<file path="config.mk">
export PLATFORM = sky130hd
export DESIGN_NAME = gpmc_fifo_bridge
export DESIGN_NICKNAME = d
export VERILOG_FILES = /design/src/rtl/gpmc_fifo_bridge.sv
export SDC_FILE = /design/constraint.sdc
export NUM_CORES = 1
export LEC_CHECK = 0
export ABC_AREA = 1
export BUFFER_PORTS_ARGS = -buffer_cell sky130_fd_sc_hd__buf_2
export CORE_MARGIN = 4
export CORE_UTILIZATION = 32
export DETAILED_ROUTE_END_ITERATION = 6
export HOLD_SLACK_MARGIN = 0.06
export SETUP_SLACK_MARGIN = 0.15
export SYNTH_ARGS = -nofsm -noshare
export SYNTH_HDL_FRONTEND = slang
export SYNTH_SLANG_ARGS = --single-unit
</file>
<file path="constraint.sdc">
create_clock -name clk -period 4.15 [get_ports clk]
set_clock_uncertainty 0.05 [all_clocks]
set_input_delay 0.2075 -clock clk [delete_from_list [all_inputs] [get_ports clk]]
set_output_delay 0.2075 -clock clk [all_outputs]
set_load 0.01 [all_outputs]
</file>
<file path="src/rtl/gpmc_fifo_bridge.sv">
`timescale 1ns/1ps
`default_nettype none
// +--------------------------------------------------------------------------+
// | Module   : gpmc_fifo_bridge                                              |
// | Purpose  : GPMC register window onto a host->fabric (TX) and a           |
// |            fabric->host (RX) stream FIFO, plus STATUS and CTRL regs.     |
// | Option   : GPMC_FIFO_LEVEL_EN adds the LEVEL register at address 4.      |
// | Revision : 1.0 - initial release                                         |
// +--------------------------------------------------------------------------+

module gpmc_fifo_bridge_fifo #(
   parameter int DATA_WIDTH = 16,
   parameter int DEPTH_LOG2 = 4
) (
   input  logic                  clk,
   input  logic                  reset,
   input  logic                  push,
   input  logic                  pop,
   input  logic                  flush,
   input  logic [DATA_WIDTH-1:0] wdata,
   output logic [DATA_WIDTH-1:0] head,
   output logic                  full,
   output logic                  empty
`ifdef GPMC_FIFO_LEVEL_EN
   ,
   output logic [DEPTH_LOG2:0]   level
`endif
);

   localparam int c_depth = 2 ** DEPTH_LOG2;

   logic [DEPTH_LOG2:0]   r_wptr;
   logic [DEPTH_LOG2:0]   r_rptr;
   logic [DATA_WIDTH-1:0] r_mem [c_depth];
   logic                  w_do_push;
   logic                  w_do_pop;

   assign empty = (r_wptr == r_rptr);
   assign full  = (r_wptr[DEPTH_LOG2] != r_rptr[DEPTH_LOG2]) &&
                  (r_wptr[DEPTH_LOG2-1:0] == r_rptr[DEPTH_LOG2-1:0]);
   assign head  = r_mem[r_rptr[DEPTH_LOG2-1:0]];

   // A push into a full FIFO is still taken when a legal pop frees a slot in the same cycle.
   assign w_do_pop  = pop && !empty;
   assign w_do_push = push && (!full || w_do_pop);

`ifdef GPMC_FIFO_LEVEL_EN
   assign level = r_wptr - r_rptr;
`endif

   always_ff @(posedge clk or posedge reset) begin
      if (reset) begin
         r_wptr <= '0;
         r_rptr <= '0;
      end else if (flush) begin
         r_wptr <= '0;
         r_rptr <= '0;
      end else begin
         if (w_do_push) r_wptr <= r_wptr + 1'b1;
         if (w_do_pop)  r_rptr <= r_rptr + 1'b1;
      end
   end

   always_ff @(posedge clk) begin
      if (w_do_push) r_mem[r_wptr[DEPTH_LOG2-1:0]] <= wdata;
   end

endmodule

module gpmc_fifo_bridge #(
   parameter int ADDR_WIDTH = 10,
   parameter int DATA_WIDTH = 16,
   parameter int DEPTH_LOG2 = 4
) (
   input  logic                  clk,
   input  logic                  reset,
   input  logic                  cs,
   input  logic                  we,
   input  logic                  oe,
   input  logic [ADDR_WIDTH-1:0] address,
   input  logic [DATA_WIDTH-1:0] bus_wdata,
   output logic [DATA_WIDTH-1:0] bus_rdata,
   output logic [DATA_WIDTH-1:0] tx_data,
   output logic                  tx_valid,
   input  logic                  tx_ready,
   input  logic [DATA_WIDTH-1:0] rx_data,
   input  logic                  rx_valid,
   output logic                  rx_ready
);

   localparam logic [ADDR_WIDTH-1:0] c_addr_status = ADDR_WIDTH'(0);
   localparam logic [ADDR_WIDTH-1:0] c_addr_tx     = ADDR_WIDTH'(1);
   localparam logic [ADDR_WIDTH-1:0] c_addr_rx     = ADDR_WIDTH'(2);
   localparam logic [ADDR_WIDTH-1:0] c_addr_ctrl   = ADDR_WIDTH'(3);
`ifdef GPMC_FIFO_LEVEL_EN
   localparam logic [ADDR_WIDTH-1:0] c_addr_level  = ADDR_WIDTH'(4);
`endif

   typedef enum logic [1:0] {
      IDLE = 2'd0,
      WR   = 2'd1,
      RD   = 2'd2
   } state_t;

   state_t                r_state;
   state_t                w_next_state;
   logic                  w_wr_cond;
   logic                  w_rd_cond;
   logic                  w_wr_end;
   logic                  w_rd_end;

   logic [ADDR_WIDTH-1:0] r_waddr;
   logic [DATA_WIDTH-1:0] r_wdata;
   logic [ADDR_WIDTH-1:0] r_raddr;
   logic [DATA_WIDTH-1:0] r_rdata;
   logic                  r_tx_ovf;
   logic                  r_rx_udf;

   logic                  w_tx_push;
   logic                  w_tx_full;
   logic                  w_tx_empty;
   logic                  w_tx_flush;
   logic                  w_rx_pop;
   logic                  w_rx_full;
   logic                  w_rx_empty;
   logic                  w_rx_flush;
   logic [DATA_WIDTH-1:0] w_rx_head;
   logic                  w_ctrl_wr;
   logic                  w_tx_ovf_set;
   logic                  w_rx_udf_set;
   logic [DATA_WIDTH-1:0] w_status;
   logic [DATA_WIDTH-1:0] w_rd_mux;
`ifdef GPMC_FIFO_LEVEL_EN
   logic [DEPTH_LOG2:0]   w_tx_level;
   logic [DEPTH_LOG2:0]   w_rx_level;
`endif

   assign w_wr_cond = !cs && !we &&  oe;
   assign w_rd_cond = !cs &&  we && !oe;

   always_ff @(posedge clk or posedge reset) begin
      if (reset) r_state <= IDLE;
      else       r_state <= w_next_state;
   end

   always_comb begin
      w_next_state = IDLE;
      w_wr_end     = 1'b0;
      w_rd_end     = 1'b0;
      case (r_state)
         IDLE, WR: begin
            if (w_wr_cond)      w_next_state = WR;
            else if (w_rd_cond) w_next_state = RD;
         end
         RD: begin
            if (w_rd_cond) w_next_state = RD;
         end
         default: w_next_state = IDLE;
      endcase
      w_wr_end = (r_state == WR) && (w_next_state != WR);
      w_rd_end = (r_state == RD) && (w_next_state != RD);
   end

   // Side effects act on the values captured during the access, one cycle behind the bus.
   assign w_tx_push    = w_wr_end && (r_waddr == c_addr_tx);
   assign w_ctrl_wr    = w_wr_end && (r_waddr == c_addr_ctrl);
   assign w_tx_flush   = w_ctrl_wr && r_wdata[0];
   assign w_rx_flush   = w_ctrl_wr && r_wdata[1];
   assign w_rx_pop     = w_rd_end && (r_raddr == c_addr_rx);
   assign w_tx_ovf_set = w_tx_push && w_tx_full && !(tx_valid && tx_ready);
   assign w_rx_udf_set = w_rx_pop && w_rx_empty;

   gpmc_fifo_bridge_fifo #(
      .DATA_WIDTH (DATA_WIDTH),
      .DEPTH_LOG2 (DEPTH_LOG2)
   ) u_tx_fifo (
      .clk   (clk),
      .reset (reset),
      .push  (w_tx_push),
      .pop   (tx_ready),
      .flush (w_tx_flush),
      .wdata (r_wdata),
      .head  (tx_data),
      .full  (w_tx_full),
      .empty (w_tx_empty)
`ifdef GPMC_FIFO_LEVEL_EN
      ,
      .level (w_tx_level)
`endif
   );

   gpmc_fifo_bridge_fifo #(
      .DATA_WIDTH (DATA_WIDTH),
      .DEPTH_LOG2 (DEPTH_LOG2)
   ) u_rx_fifo (
      .clk   (clk),
      .reset (reset),
      .push  (rx_valid),
      .pop   (w_rx_pop),
      .flush (w_rx_flush),
      .wdata (rx_data),
      .head  (w_rx_head),
      .full  (w_rx_full),
      .empty (w_rx_empty)
`ifdef GPMC_FIFO_LEVEL_EN
      ,
      .level (w_rx_level)
`endif
   );

   assign tx_valid  = !w_tx_empty;
   assign rx_ready  = !w_rx_full;
   assign bus_rdata = r_rdata;

   always_comb begin
      w_status    = '0;
      w_status[0] = w_tx_full;
      w_status[1] = w_tx_empty;
      w_status[2] = w_rx_full;
      w_status[3] = w_rx_empty;
      w_status[4] = r_tx_ovf;
      w_status[5] = r_rx_udf;
   end

   always_comb begin
      w_rd_mux = '0;
      if (address == c_addr_status) begin
         w_rd_mux = w_status;
      end else if (address == c_addr_rx) begin
         w_rd_mux = w_rx_empty ? '0 : w_rx_head;
      end
`ifdef GPMC_FIFO_LEVEL_EN
      else if (address == c_addr_level) begin
         w_rd_mux[DEPTH_LOG2:0]        = w_tx_level;
         w_rd_mux[8 +: DEPTH_LOG2 + 1] = w_rx_level;
      end
`endif
   end

   always_ff @(posedge clk or posedge reset) begin
      if (reset) begin
         r_waddr <= '0;
         r_wdata <= '0;
         r_raddr <= '0;
         r_rdata <= '0;
      end else begin
         if (w_next_state == WR) begin
            r_waddr <= address;
            r_wdata <= bus_wdata;
         end
         if (w_rd_cond) begin
            r_raddr <= address;
            r_rdata <= w_rd_mux;
         end
      end
   end

   // A new overflow/underflow outranks a clear request in the same cycle.
   always_ff @(posedge clk or posedge reset) begin
      if (reset) begin
         r_tx_ovf <= 1'b0;
         r_rx_udf <= 1'b0;
      end else begin
         if (w_tx_ovf_set)                r_tx_ovf <= 1'b1;
         else if (w_ctrl_wr && r_wdata[2]) r_tx_ovf <= 1'b0;
         if (w_rx_udf_set)                r_rx_udf <= 1'b1;
         else if (w_ctrl_wr && r_wdata[2]) r_rx_udf <= 1'b0;
      end
   end

endmodule
`default_nettype wire

</file>
==> Flow_metrics.wiki <==
{| class="wikitable"
! Metric !! Value
|-
| Result of the run || complete, no violations
|-
| Largest fanout on the critical path || 21
|-
| GR Util All Layers || 0.155
|-
| Share of post-route cells with drive strength above 1 || 0.116
|-
| Max-slew violations || 0
|-
| Die width || 284 µm
|-
| Vias || 16200
|-
| Fmax achieved || 0.263 GHz
|-
| Seq. cell area || 0.0173 mm²
|-
| Die area || 0.0809 mm²
|-
| Cell with the largest stage delay on the worst path || sky130_fd_sc_hd__nor3_2
|-
| Tmin final || 3.80 ns
|-
| Register area share after synthesis || 0.707
|-
| Most frequent cells in the layout || sky130_fd_sc_hd__edfxtp_1, sky130_fd_sc_hd__nand2_1, sky130_fd_sc_hd__nor2_1
|-
| Area added between synthesis and finish || 16.6%
|-
| Leakage component of the power || 0.0107 µW
|-
| Total half-perimeter wirelength after legalization and detailed placement || 40800 µm
|-
| Required arrival time at the worst endpoint || 4.42 ns
|-
| Antenna-violating nets left || 0
|-
| Routed length per instance || 19.4 µm
|-
| Largest net degree at the start of global routing || 131
|-
| Util after Layout || 0.376
|-
| First-pass iteration count of the detailed router || 5
|-
| Final setup violating endpoints || 0
|-
| CORE AREA || 0.0758 mm²
|-
| Pin slew with the least headroom to its limit || 1.26 ns
|-
| Number of different library cells in the post-synthesis netlist || 32
|-
| Via-per-instance ratio || 4.91
|-
| Total of warnings raised by yosys || 0
|-
| Buffer depth of the longest clock path || 3
|-
| Die H || 284 µm
|-
| Multi-input gate area in the final layout || 0.00611 mm²
|-
| Type of the worst setup path || input pin to flip-flop
|-
| Post-CTS Setup Repair Bufs || 0
|-
| Max-Cap Viols || 0
|-
| Power per cell area || 558 mW/mm²
|-
| Seq cells post-synth || 588
|-
| Initial core utilization || 0.322
|-
| Number of nets produced by synthesis || 2204
|-
| Number of primary I/O pins || 83
|-
| Clock sink count || 588
|-
| Total number of placement rows || 101
|-
| H-tree Lvls || 2
|-
| Cts bufs inserted || 60
|-
| Setup repair after global routing missed its margin || true
|-
| Critical Path Sink Type || flip-flop
|-
| Worst stage delay on the critical path || 0.66 ns
|-
| Final nets || 2327
|-
| Wire length of the first global-routing pass || 97100 µm
|-
| Most common cell after layout, fill and taps aside || sky130_fd_sc_hd__edfxtp_1
|-
| Worst vdd ir || 0.000363 V
|-
| Via count of the first global-routing pass || 15900
|-
| Post-detailed-route DRC marker count || 0
|-
| Clock latency reported for the late side of the worst-skew pair || 0.67 ns
|-
| CTS tree || built
|-
| Clk root buf || sky130_fd_sc_hd__clkbuf_16
|-
| Count of fill cells added during filler insertion || 7281
|-
| Average footprint of a synthesized cell || 11.4 µm²
|-
| Residual overflow from global routing || 0
|-
| Relative slew slack || 0.158
|-
| Portion of the clock cycle consumed by the worst path in the final layout || 0.916
|-
| Placer congestion estimate || 0.841
|-
| Critical-path cell list || dlygate4sd3_1 -> buf_2 -> inv_1 -> nor2_1 -> dlygate4sd3_1 -> nand2_2 -> dlygate4sd3_1 -> nand2_1 -> clkinv_1 -> nand3_1 -> nand2_2 -> nand2_2 -> nor3_2 -> buf_4
|-
| IO Port Bufs || 82
|-
| Initial antenna violation count || 4
|-
| Startpoint types || input pin
|-
| Post-Syn Area || 0.0244 mm²
|-
| Clock-pin slew of the registers on the worst-case setup and hold paths || 0.06 ns
|-
| Violation count after the first detailed-route iteration || 1654
|-
| Crit path arrival time || 4.07 ns
|-
| Kind of path behind the tightest hold check || input pin to asynchronous set/reset pin
|-
| Count of final hold-check violations || 0
|-
| Fin Setup TNS || 0 ns
|-
| Post-synthesis instance total || 2145
|-
| Final wirelength || 64000 µm
|}
state kept, by name, summed over array words and instances, names as in the netlist:
name	cells
bus_rdata	16
r_raddr	10
r_rx_udf	1
r_state	2
r_tx_ovf	1
r_waddr	10
r_wdata	16
u_rx_fifo.r_mem	256
u_rx_fifo.r_rptr	5
u_rx_fifo.r_wptr	5
u_tx_fifo.r_mem	256
u_tx_fifo.r_rptr	5
u_tx_fifo.r_wptr	5
power by group:
part           internal [µW]  total, µW  switching [µW]
combinational            978       3060            2080
clock                   3160       5460            2300
sequential              6870       7390             518
total                  11000      15900            4890
critical path, delay by kind of cell:
family        cells  cell delay [ns]
buf+inv           7             2.31
simple gates      7             1.52
cell families (layout without fill, tap and decap cells):
logic type,count (synthesis),after routing,share of synthesized area
DFF,588,588,0.707
and+or+nand+nor,932,932,0.158
buffers and inverters,277,447,0.0473
other,0,1,0
xor gates and xnor gates,20,20,0.00717
adders and majority gates,10,10,0.00512
AOI/OAI and AO/OA,318,318,0.0754
cell usage after synthesis, drive strengths merged:
| master | count | area (µm²) |
|---|---|---|
| ha | 10 | 125 |
| o32ai | 32 | 280 |
| xor2 | 18 | 158 |
| o211ai | 52 | 390 |
| or2 | 6 | 37.5 |
| and2 | 1 | 8.76 |
| clkbuf | 51 | 191 |
| a21oi | 8 | 40.0 |
| nor3 | 20 | 100 |
| buf | 62 | 349 |
| nand2 | 380 | 1450 |
| nand3b | 6 | 45.0 |
| xnor2 | 2 | 17.5 |
| o21ai | 226 | 1130 |
| nand3 | 138 | 706 |
| edfxtp | 512 | 15400 |
| nor2 | 366 | 1410 |
| dfrtp | 76 | 1900 |
| clkinv | 5 | 18.8 |
| nand4 | 15 | 115 |
| inv | 159 | 597 |
stage by stage:
stage | instance area (µm²) | cells | total power (µW) | setup slack (ns) | hold WS (ns)
after CTS | 28500 | 3293 | 16000 | 0.397 | 0.212
after detailed placement | 26000 | 3134 | 10600 | 0.920 | 0.366
final | 28500 | 3294 | 15900 | 0.349 | 0.206
after global placement | 26000 | 3133 | 10500 | 0.952 | 0.361
after floorplan | 24400 | 2145 | 9270 | 1.33 | 0.256
after global routing | 28500 | 3293 | 16600 | 0.133 | 0.274
final cells by class:
cell class,instances,share of cell area
inverters,164,0.0217
clock inverters,25,0.0111
multi-input cells,1280,0.214
diodes,1,0.0000878
clock buffers,84,0.0594
repair buffers,174,0.0439
well taps,978,0.0429
flip-flops and latches,588,0.607
final timing paths:
path	startpoint	to	depth (start not counted)	slack (ns)
min	reset	bus_rdata[9]	3	0.21
min reg2reg	r_raddr[0]	r_raddr[0]	2	0.43
max reg2reg	r_state[1]	u_tx_fifo.r_mem[7][14]	10	0.97
max	we	u_rx_fifo.r_mem[5][0]	14	0.35
min in group clk	cs	r_waddr[9]	5	0.28
max in group asynchronous	reset	u_rx_fifo.r_rptr[0]	4	2.80
repair_timing:
action                     CTS  global route
hold endpoints to repair   351             0
setup endpoints to repair    0             9
hold buffers                50             0
gates resized for setup      0             1
layer usage:
layer	wire length, µm	GRT usage	vias up
met5	0	0	-
met4	2030	0.0502	0
met3	4710	0.0318	110
met2	29600	0.248	551
met1	27600	0.212	7884
li1	-	-	7639
Note: power is estimated with default switching activity, not from simulation.
